===== config.mk =====
export PLATFORM = sky130hd
export DESIGN_NAME = ksw_profile_seq
export DESIGN_NICKNAME = d
export VERILOG_FILES = /design/src/rtl/ksw_profile_seq_pkg.sv /design/src/rtl/ksw_profile_seq.sv
export SDC_FILE = /design/constraint.sdc
export NUM_CORES = 1
export LEC_CHECK = 0
export ABC_AREA = 0
export CAP_MARGIN = 40
export CORE_MARGIN = 2
export CORE_UTILIZATION = 45
export DETAILED_ROUTE_END_ITERATION = 12
export GPL_TIMING_DRIVEN = 1
export PLACE_DENSITY = 0.95
export SETUP_SLACK_MARGIN = 0.2
export SLEW_MARGIN = 15
export SYNTH_ARGS = -nofsm -noshare
export SYNTH_HDL_FRONTEND = slang
export SYNTH_SLANG_ARGS = --single-unit

===== constraint.sdc =====
create_clock -name clk -period 7.5 [get_ports clk]
set_input_delay 0.75 -clock clk [delete_from_list [all_inputs] [get_ports clk]]
set_output_delay 0.75 -clock clk [all_outputs]
set_load 0.02 [all_outputs]

===== src/rtl/ksw_profile_seq_pkg.sv =====
// Shared types and helpers for the query-profile score sequencer.
// Holds the sequencer state encoding, vector geometry and the chunk-count helper.
package ksw_pkg;

    localparam int LANES  = 16;
    localparam int LANE_W = 8;
    localparam int VEC_W  = LANES * LANE_W;

    typedef enum logic [2:0] {
        IDLE  = 3'd0,
        ISSUE = 3'd1,
        WAIT  = 3'd2,
        WRITE = 3'd3,
        DONE  = 3'd4
    } state_t;

    // Number of 16-byte chunks covering tlen bytes; a partial tail still counts as a chunk.
    function automatic logic [10:0] nchunks(input logic [9:0] tlen);
        logic [10:0] sum_s;
        sum_s = {1'b0, tlen} + 11'd15;
        return sum_s >> 4;
    endfunction

endpackage


===== src/rtl/ksw_profile_seq.sv =====
// Row sequencer: walks 16-byte target chunks through the score datapath and
// writes one 128-bit score vector per chunk into the score buffer.
module ksw_profile_seq
    import ksw_pkg::*;
#(
    parameter int MAX_TLEN = 1000,
    parameter int DP_LAT   = 1,
    parameter int ADDR_W   = 6
) (
    input  logic              clk,
    input  logic              rst,
    input  logic              start,
    input  logic [9:0]        row_r,
    input  logic [9:0]        tlen,
    input  logic              abort,
    output logic              busy,
    output logic              done,
    output logic              err,
    output logic [9:0]        dp_t,
    output logic [9:0]        dp_r,
    input  logic [VEC_W-1:0]  dp_s,
    output logic              wr_en,
    output logic [ADDR_W-1:0] wr_addr,
    output logic [VEC_W-1:0]  wr_data,
    input  logic              wr_ready
);

    localparam int CNT_W  = ADDR_W + 1;
    localparam int WAIT_W = (DP_LAT > 1) ? $clog2(DP_LAT) : 1;
    localparam logic [9:0]        MAX_TLEN_V = 10'(MAX_TLEN);
    localparam logic [WAIT_W-1:0] WAIT_INIT  = WAIT_W'(DP_LAT - 1);

    state_t              state_r;
    logic [CNT_W-1:0]    chunk_r;
    logic [CNT_W-1:0]    nchunks_r;
    logic [WAIT_W-1:0]   wait_r;
    logic                busy_r;
    logic                done_r;
    logic                err_r;
    logic [9:0]          dp_t_r;
    logic [9:0]          dp_r_r;
    logic                wr_en_r;
    logic [ADDR_W-1:0]   wr_addr_r;
    logic [VEC_W-1:0]    wr_data_r;

    logic                start_ok_s;
    logic                last_s;
    logic [CNT_W-1:0]    chunk_nxt_s;

    // Derived control terms; a start coinciding with the done pulse is dropped.
    always_comb begin
        start_ok_s  = 1'b0;
        last_s      = 1'b0;
        chunk_nxt_s = chunk_r + CNT_W'(1);
        if (start && !done_r) begin
            start_ok_s = 1'b1;
        end else begin
            start_ok_s = 1'b0;
        end
        if (chunk_r == (nchunks_r - CNT_W'(1))) begin
            last_s = 1'b1;
        end else begin
            last_s = 1'b0;
        end
    end

    // Sequencer FSM with all outputs registered; abort outranks every transition.
    always_ff @(posedge clk or posedge rst) begin
        if (rst) begin
            state_r   <= IDLE;
            chunk_r   <= '0;
            nchunks_r <= '0;
            wait_r    <= '0;
            busy_r    <= 1'b0;
            done_r    <= 1'b0;
            err_r     <= 1'b0;
            dp_t_r    <= 10'd0;
            dp_r_r    <= 10'd0;
            wr_en_r   <= 1'b0;
            wr_addr_r <= '0;
            wr_data_r <= '0;
        end else begin
            done_r <= 1'b0;
            err_r  <= 1'b0;
            if (abort && (state_r != IDLE)) begin
                state_r <= IDLE;
                wr_en_r <= 1'b0;
                busy_r  <= 1'b0;
            end else begin
                case (state_r)
                    IDLE: begin
                        if (start_ok_s) begin
                            if (tlen > MAX_TLEN_V) begin
                                err_r <= 1'b1;
                            end else if (tlen == 10'd0) begin
                                busy_r  <= 1'b1;
                                state_r <= DONE;
                            end else begin
                                busy_r    <= 1'b1;
                                dp_r_r    <= row_r;
                                nchunks_r <= CNT_W'(nchunks(tlen));
                                chunk_r   <= '0;
                                dp_t_r    <= 10'd0;
                                state_r   <= ISSUE;
                            end
                        end
                    end
                    ISSUE: begin
                        wait_r  <= WAIT_INIT;
                        state_r <= WAIT;
                    end
                    WAIT: begin
                        if (wait_r == '0) begin
                            wr_data_r <= dp_s;
                            wr_addr_r <= ADDR_W'(chunk_r);
                            wr_en_r   <= 1'b1;
                            state_r   <= WRITE;
                        end else begin
                            wait_r <= wait_r - WAIT_W'(1);
                        end
                    end
                    WRITE: begin
                        if (wr_ready) begin
                            wr_en_r <= 1'b0;
                            if (last_s) begin
                                state_r <= DONE;
                            end else begin
                                chunk_r <= chunk_nxt_s;
                                dp_t_r  <= 10'(chunk_nxt_s) << 4;
                                state_r <= ISSUE;
                            end
                        end
                    end
                    DONE: begin
                        done_r  <= 1'b1;
                        busy_r  <= 1'b0;
                        state_r <= IDLE;
                    end
                    default: begin
                        state_r <= IDLE;
                        wr_en_r <= 1'b0;
                        busy_r  <= 1'b0;
                    end
                endcase
            end
        end
    end

    assign busy    = busy_r;
    assign done    = done_r;
    assign err     = err_r;
    assign dp_t    = dp_t_r;
    assign dp_r    = dp_r_r;
    assign wr_en   = wr_en_r;
    assign wr_addr = wr_addr_r;
    assign wr_data = wr_data_r;

endmodule

Word level (Yosys, flattened, before mapping)
Cells that the tools add are included.
W data, S select, Z words.
- $add $sub $neg: 4
- $lt $le $gt $ge: 1
- eq/ne operators: 16
- mux-type cells: 38
- bitwise logic cells: 4
- reductions and logical operators: 17
- operators by type and width (cell ; count):
    $mux W10 ; 5
    $mux W7 ; 5
    $mux W3 ; 7
    $pmux W10 S2 ; 1
    $mux W1 ; 15
    $pmux W7 S2 ; 1
    $ne A3 B3 Y1 const B ; 4
    $pmux W3 S4 ; 1
    $add A10 B4 Y11 const B ; 1
    $gt A10 B10 Y1 const B ; 1
    $logic_not A10 Y1 ; 1
    $ne A2 B2 Y1 const B ; 5
    $reduce_and A3 Y1 ; 3
    $add A7 B1 Y7 const B ; 1
    $eq A7 B7 Y1 ; 1
    $reduce_and A7 Y1 ; 1
    $sub A7 B1 Y7 const B ; 1
    $eq A3 B2 Y1 const B ; 2
    $reduce_or A3 Y1 ; 2
    $reduce_and A5 Y1 ; 1
    $ne A2 B1 Y1 const B ; 2
    $not A1 Y1 ; 4
    $pmux W1 S2 ; 2
    $reduce_and A4 Y1 ; 1
    10 further kinds ; 12
- bits in registers: 176
- input port bits: 153
- output and inout bits: 158
- word-level logic and storage cells: 92

Logic depth before layout (Yosys ltp)
Gate-level depths: netlist (run 1).
- word-level depth: 7
- depth in mapped cells: 9
- gate-level depth less buffers: 8

Worst setup path after synthesis (run 1)
Ideal clock, no wire load.
- path kind: input to register
- start point: input tlen[3]
- end point: register chunk_r[2]
- setup time: 67 ps
- arrival time: 2348 ps
- required time: 7433 ps
- slack: 5085 ps
- stages on the path: 6
- buffers on the path: 1
- path through: nor4_1 -> nand3_1 -> and3_1 -> clkbuf_2 -> or4b_2 -> nand2_1
- cells in the longest elaborated chain, start to end: 3
- elaborated cells between the ends (all ways): 5
- classes of those cells: order compare (1); eq/ne (2); reduce/logical (2)
- RTL lines (element ; RTL line ; text):
    start: declaration ; ksw_profile_seq.sv:14 ; input logic [9:0] tlen,
    $gt A10 B10 Y1 or $logic_not A10 Y1 (tied branches) ; ksw_profile_seq.sv:93, ksw_profile_seq.sv:95 ;
    $ne A2 B2 Y1 (no source line) ; n/a ;
    $reduce_and A7 Y1 (no source line) (*) ; n/a ;
    end signal: assignment ; ksw_profile_seq.sv:128 ; chunk_r <= chunk_nxt_s;
    end: declaration ; ksw_profile_seq.sv:34 ; logic [CNT_W-1:0] chunk_r;
Mark *: on every way between the ends. The rest lies on a longest branch, timed or not.
A chain may end at the register's enable or synchronous reset.

Final worst setup path (run 1)
- start point: input tlen[6]
- end point: register chunk_r[2]
The elaborated chain is that of the path after synthesis.

==> impl_metrics.yaml, run 1 <==
placed_design:
  portBuffers: 306
  dpl.hpwl_um: 13330
  place_area_um2: 10050
  place.gp.congestion: 0.8195
drt:
  drt_met1_wl_um: 6670
  wirelength_um: 18370
  route.detailed.drc: 0
  total_length_of_routed_met2_wires_um: 9773
  routedWlPerCell_um: 18.41
  detail-route-antenna-nets: 0
  dr.max_layer_used: "met4"
  routed-wl-met3_um: 1482
  drt-pass1-iter-count: 4
  avgViaCountPerCell: 5.072
  vias: 5062
  drtIter0Drc: 193
yosys:
  adder_cell_share_of_the_synthesized_area_pct: 0.3645
  post_synth.cell_area_avg_um2: 13.79
  synth_top_flop_cell: "sky130_fd_sc_hd__dfrtp_1"
  muxShareOfSynthArea_pct: 21.98
  synth_compound_area_share_pct: 4.848
  cell_area_after_synthesis_um2: 6865
  syn-instance-count: 498
  synth_top_family_by_area: "multiplexers"
  netlist-cell-type-count: 53
  post_synth_xor_area_fraction_pct: 1.531
  synth-edff-count: 0
  synth-seq-area-share_pct: 60.14
  yosys.area_share.simple_pct: 7.582
  synth.ff_latch_count: 165
  postSynth.asyncResetShare_pct: 100.0
  synth.yosys.warnings: 0
cells_and_area:
  commonest_cells_after_routing_fill_and_taps_aside: "sky130_fd_sc_hd__clkdlybuf4s50_1 (306), sky130_fd_sc_hd__dfrtp_1 (165), sky130_fd_sc_hd__mux2_2 (134)"
  final_common_cell: "sky130_fd_sc_hd__clkdlybuf4s50_1"
  finish.net_count: 952
  postLayoutCellArea_um2: 10740
  post_route_cells_drive_above_1_share_pct: 23.46
  areaGrowthSynthToFinish_pct: 56.50
  diodes: 0
worst_setup_path:
  timing.critical_path.required_ns: 7.85
  critical_path_class: "in2reg"
  startpoint_type: "input pin"
  r2r-start: "nchunks_r[0]$_DFFE_PP0P_"
  crit_chain: "clkdlybuf4s50_1 > nor4_1 > nand3_1 > and3_1 > or4b_2 > nand2_1"
  cpPeakStageDelay_ns: 0.71
  setup.reg_to_reg.worst_slack_ns: 4.74
  critPathCaptureType: "flip-flop"
  crit_fanout: 17
  crit_path_top_delay_cell: "sky130_fd_sc_hd__or4b_2"
  critPathArrivalTime_ns: 3.20
  critPathLaunch: "tlen[6]"
power_and_ir_drop:
  power_density_over_the_cells_nw_per_um2: 435.5
  leakagePower_nw: 4.461
  max-vdd-ir-drop_v: 0.0003301
worst_hold_path:
  hold_class: "reg2reg"
  min_from: "dp_r[3]$_DFFE_PP0P_"
timing:
  final_max_slew_viol_count: 0
  worst_slew_pin_slew_ns: 0.7826
  worst_slew_margin_rel_pct: 47.68
  final.setup_skew_ns: 0.01307
  fin_crit_ns: 2.851
  fin_crit_sh_pct: 38.02
  finalSetupTns_ns: 0
  hold_viol: 0
  setup_viol: 0
  timing.fmax_mhz: 350.7
  setup_repair_after_global_routing_missed_its_margin: "no"
clock_tree:
  cts_num_sinks: 165
  post_cts_buffers: 0
  clk_root_buffer_cell: "sky130_fd_sc_hd__clkbuf_16"
  tritoncts.num_buffers: 17
  clock_tree_from_tritoncts: "built"
  cts.htree.levels: 4
  clk_transition_reported_paths_ns: 0.06
  cts-resized-gates: 0
  clk_path_buf_depth: 2
  worstSkewPairLatency_ns: 0.42
  ctsHoldBuffers: 0
global_routing:
  grt_antenna_before_repair: 0
  global_route_wire_length_before_repair_um: 28750
  total_routing_usage_reported_by_global_routing_pct: 22.89
  grt.overflow.total: 0
  maximum_number_of_pins_on_one_net_before_global_route_repair: 90
  first_global_vias: 5477
run:
  drv_cap: 0
die:
  num_rows: 45
  die_area_um2: 16260
  io_pins: 311
  initial_core_util_pct: 45.67
  die_height_um: 127.5
  fp.dieW_um: 127.5
  floorplan.core_area_um2: 15030
run_status:
  run_status: "finished, final reports clean"
-- layout make-up --
class | count | area [µm²]
multi-input cells | 292 | 2507
clock inverters | 13 | 219.0
fillers | 987 | 4289
inverters | 8 | 35.03
clock buffers | 19 | 442.9
well taps | 188 | 235.2
flip-flops and latches | 165 | 4129
repair buffers | 313 | 3176
-- cell usage after synthesis, types with 4 or more instances --
| library cell | n | share of area (%) |
|---|---|---|
| sky130_fd_sc_hd__mux2_2 | 134 | 22 |
| sky130_fd_sc_hd__inv_1 | 8 | 0.44 |
| sky130_fd_sc_hd__clkbuf_1 | 13 | 0.71 |
| sky130_fd_sc_hd__o21ai_0 | 10 | 0.73 |
| sky130_fd_sc_hd__nand3_1 | 10 | 0.73 |
| sky130_fd_sc_hd__a31oi_1 | 4 | 0.36 |
| sky130_fd_sc_hd__buf_2 | 7 | 0.51 |
| sky130_fd_sc_hd__xor2_1 | 5 | 0.64 |
| sky130_fd_sc_hd__o211ai_1 | 4 | 0.44 |
| sky130_fd_sc_hd__dfrtp_1 | 165 | 60 |
| sky130_fd_sc_hd__buf_4 | 11 | 1.2 |
| sky130_fd_sc_hd__xnor2_1 | 7 | 0.89 |
| sky130_fd_sc_hd__nand2b_1 | 5 | 0.46 |
| sky130_fd_sc_hd__a21oi_1 | 6 | 0.44 |
| sky130_fd_sc_hd__nor2_1 | 12 | 0.66 |
| sky130_fd_sc_hd__nand2_1 | 42 | 2.3 |
-- worst max-delay path, delay by kind of cell --
| kind | cells | cell delay, ns |
|---|---|---|
| and+or+nand+nor | 5 | 1.95 |
| buffers and inverters | 1 | 0.49 |
-- worst paths after layout --
| check | end | depth (start not counted) |
|---|---|---|
| hold reg to reg | dp_r[3]$_DFFE_PP0P_ | 2 |
| setup reg to reg | chunk_r[4]$_DFFE_PP0P_ | 8 |
| min in group asynchronous | wr_data[25]$_DFFE_PP0P_ | 2 |
| hold / removal | dp_r[3]$_DFFE_PP0P_ | 2 |
| setup / recovery | chunk_r[2]$_DFFE_PP0P_ | 6 |
| max in group asynchronous | wr_data[5]$_DFFE_PP0P_ | 5 |
-- state kept, by name, indices dropped and copies added (netlist names) --
name	cells
busy	1
chunk_r	7
done	1
dp_r	10
err	1
nchunks_r	7
state_r	3
wr_addr	6
wr_data	128
wr_en	1
-- stage by stage --
step	hold slack [ns]	util, %	setup WS (ns)	instances	power [mW]
final	0.4795	71.47	4.649	998	4.679
after global routing	0.5018	71.47	4.435	998	4.905
after CTS	0.4830	71.29	4.705	997	4.718
after detailed placement	0.4660	66.88	4.270	965	3.715
after global placement	0.4571	66.52	4.264	963	3.633
after floorplan	0.4749	-	2.288	501	2.658
-- layer usage --
| layer | vias up | GRT usage, % |
|---|---|---|
| met3 | 30 | 9.255 |
| met5 | - | 0 |
| li1 | 2337 | - |
| met1 | 2493 | 24.44 |
| met4 | 0 | 7.175 |
| met2 | 202 | 41.33 |
-- cells by family (layout without fill, tap and decap cells) --
logic type | Yosys count | count (layout)
flip-flops | 165 | 165
multiplexers | 134 | 134
AND/OR/NAND/NOR | 97 | 97
buffers and inverters | 44 | 353
AO/OA/AOI/OAI | 43 | 43
XOR/XNOR | 12 | 12
adder cells (fa/ha/maj) | 2 | 2
other | 1 | 4
-- power breakdown --
| group | switching (mW) | internal [mW] | total [mW] |
|---|---|---|---|
| registers | 0.268 | 1.30 | 1.57 |
| clock network | 0.368 | 0.607 | 0.974 |
| logic | 1.01 | 1.12 | 2.14 |
Note: power is estimated with default switching activity, not from simulation.
==> inputs of run 2 (changes only) <==
--- a/config.mk
+++ b/config.mk
@@ -8,10 +8,10 @@
 export ABC_AREA = 0
 export CAP_MARGIN = 40
 export CORE_MARGIN = 2
-export CORE_UTILIZATION = 45
+export CORE_UTILIZATION = 38
 export DETAILED_ROUTE_END_ITERATION = 12
 export GPL_TIMING_DRIVEN = 1
-export PLACE_DENSITY = 0.95
+export PLACE_DENSITY = 0.88
 export SETUP_SLACK_MARGIN = 0.2
 export SLEW_MARGIN = 15
 export SYNTH_ARGS = -nofsm -noshare
==> constraint.sdc (replaced) <==
create_clock -name clk -period 2.5 [get_ports clk]
set_input_delay 0.25 -clock clk [delete_from_list [all_inputs] [get_ports clk]]
set_output_delay 0.25 -clock clk [all_outputs]
set_load 0.02 [all_outputs]
==> impl_metrics.yaml, run 2 (synthesis results as in run 1) <==
worst_setup_path:
  critical_path_class: "reg2reg"
  startpoint_type: "flip-flop"
  timing.critical_path.required_ns: 2.85
  critPathArrivalTime_ns: 2.63
  crit_fanout: 6
  critPathCaptureType: "flip-flop"
cells_and_area:
  final_cell_count_no_fill: 1065
  commonest_cells_after_routing_fill_and_taps_aside: "sky130_fd_sc_hd__clkdlybuf4s50_1 (306), sky130_fd_sc_hd__dfrtp_1 (163), sky130_fd_sc_hd__mux2_2 (134)"
  largest_register_ff_count: 128
  final_core_utilization_pct: 61.89
  final.fill_count: 1355
  final-seq-area_um2: 4131
  diodes: 0
  final_common_cell: "sky130_fd_sc_hd__clkdlybuf4s50_1"
  post_route_cells_drive_above_1_share_pct: 26.67
  footprint_of_the_multi_input_gates_um2: 2536
  finish.net_count: 978
  areaGrowthSynthToFinish_pct: 60.83
drt:
  drtIter0Drc: 192
  vias: 5183
  routedWlPerCell_um: 16.97
  avgViaCountPerCell: 4.867
  drt-pass1-iter-count: 6
  wirelength_um: 18070
  detail-route-antenna-nets: 0
  route.detailed.drc: 0
clock_tree:
  clock_tree_from_tritoncts: "built"
  clk_root_buffer_cell: "sky130_fd_sc_hd__clkbuf_16"
  ctsHoldBuffers: 0
  cts.htree.levels: 4
  clk_transition_reported_paths_ns: 0.07
  cts_num_sinks: 165
  clk_path_buf_depth: 2
  tritoncts.num_buffers: 17
  worstSkewPairLatency_ns: 0.42
timing:
  final_max_slew_viol_count: 0
  setup_viol: 0
  final.setup_skew_ns: 0.01399
  setup_repair_after_global_routing_missed_its_margin: "yes"
  fin_crit_ns: 2.281
  hold_viol: 0
  timing.hold.ws_ns: 0.1411
  worst_slew_pin_slew_ns: 0.6081
  worst_slew_margin_rel_pct: 59.09
  finalSetupTns_ns: 0
  timing.fmax_mhz: 438.4
  fin_crit_sh_pct: 91.24
global_routing:
  first_global_vias: 5546
  maximum_number_of_pins_on_one_net_before_global_route_repair: 42
  global_route_wire_length_before_repair_um: 28860
  grt.overflow.total: 0
  grt_antenna_before_repair: 0
  total_routing_usage_reported_by_global_routing_pct: 18.99
die:
  die_area_um2: 19160
  initial_core_util_pct: 38.48
  die_height_um: 138.4
  fp.dieW_um: 138.4
  floorplan.core_area_um2: 17840
  num_rows: 49
  io_pins: 311
power_and_ir_drop:
  max-vdd-ir-drop_v: 0.0008758
  post-layout-total-power_mw: 13.90
  leakagePower_nw: 4.575
  power_density_over_the_cells_nw_per_um2: 1259
placed_design:
  place.gp.congestion: 0.8097
  dp_cells: 1028
  portBuffers: 306
  dpl.hpwl_um: 13730
run_status:
  run_status: "finished, final reports clean"
worst_hold_path:
  hold_class: "in2async"
run:
  drv_cap: 0
run 2: area by class of cell:
| cell class | instances | area share [%] |
|---|---|---|
| Tap cell | 229 | 2.595 |
| Clock inverter | 14 | 1.428 |
| Inverter | 8 | 0.3060 |
| Clock buffer | 18 | 3.887 |
| Sequential cell | 165 | 37.42 |
| Multi-Input combinational cell | 292 | 22.97 |
| Timing Repair Buffer | 339 | 31.40 |
run 2: report_power, final:
| part | internal [mW] | switching [mW] | total (mW) |
|---|---|---|---|
| Clock | 1.42 | 1.19 | 2.61 |
| Combinational | 3.56 | 3.10 | 6.65 |
| Sequential | 3.90 | 0.729 | 4.63 |
run 2: critical path, cell delays in order, from the launching register on:
cell and delay (ns):
sky130_fd_sc_hd__dfrtp_2 0.44, sky130_fd_sc_hd__buf_6 0.13, sky130_fd_sc_hd__nor4_4 0.26, sky130_fd_sc_hd__a21oi_1 0.11, sky130_fd_sc_hd__or4b_4 0.56, sky130_fd_sc_hd__a2111oi_4 0.29, sky130_fd_sc_hd__buf_4 0.22, sky130_fd_sc_hd__o31ai_1 0.09
sky130_fd_sc_hd__a21oi_2 0.12
run 2: path summary, 6_finish.rpt:
check / start / slack [ns] / end / depth (start not counted)
hold / removal: rst / 0.14 / wr_data[48]$_DFFE_PP0P_ / 2
min in group clk: row_r[9] / 0.36 / dp_r[9]$_DFFE_PP0P_ / 3
setup reg to reg: nchunks_r[1]$_DFFE_PP0P_ / 0.22 / chunk_r[3]$_DFFE_PP0P_ / 8
max in group asynchronous: rst / 1.67 / nchunks_r[1]$_DFFE_PP0P_ / 4
setup / recovery: nchunks_r[1]$_DFFE_PP0P_ / 0.22 / chunk_r[3]$_DFFE_PP0P_ / 8
hold reg to reg: dp_r[8]$_DFFE_PP0P_ / 0.48 / dp_r[8]$_DFFE_PP0P_ / 2
run 2: timing repair:
item                                    CTS  global route
buffers inserted                          1             2
pin swaps                                 2             2
endpoints found under the setup margin    7             9
resized for setup                         4             9
cloned                                    1             0
run 2: stage by stage:
stage               worst slack, ns  cell area (µm²)
floorplan                    0.1512             6880
global placement             0.1287            10350
detailed placement          0.07116            10350
CTS                          0.2032            10970
global route                 0.1311            11040
finish                       0.2190            11040
run 2: per-layer routing:
layer  wire length [µm]  GRT usage (%)  up-vias
met3               1661          7.690       18
met4                243          6.122        0
met1               6760          20.72     2548
met2               9404          33.72      224
met5                  0              0        -
li1                   -              -     2393
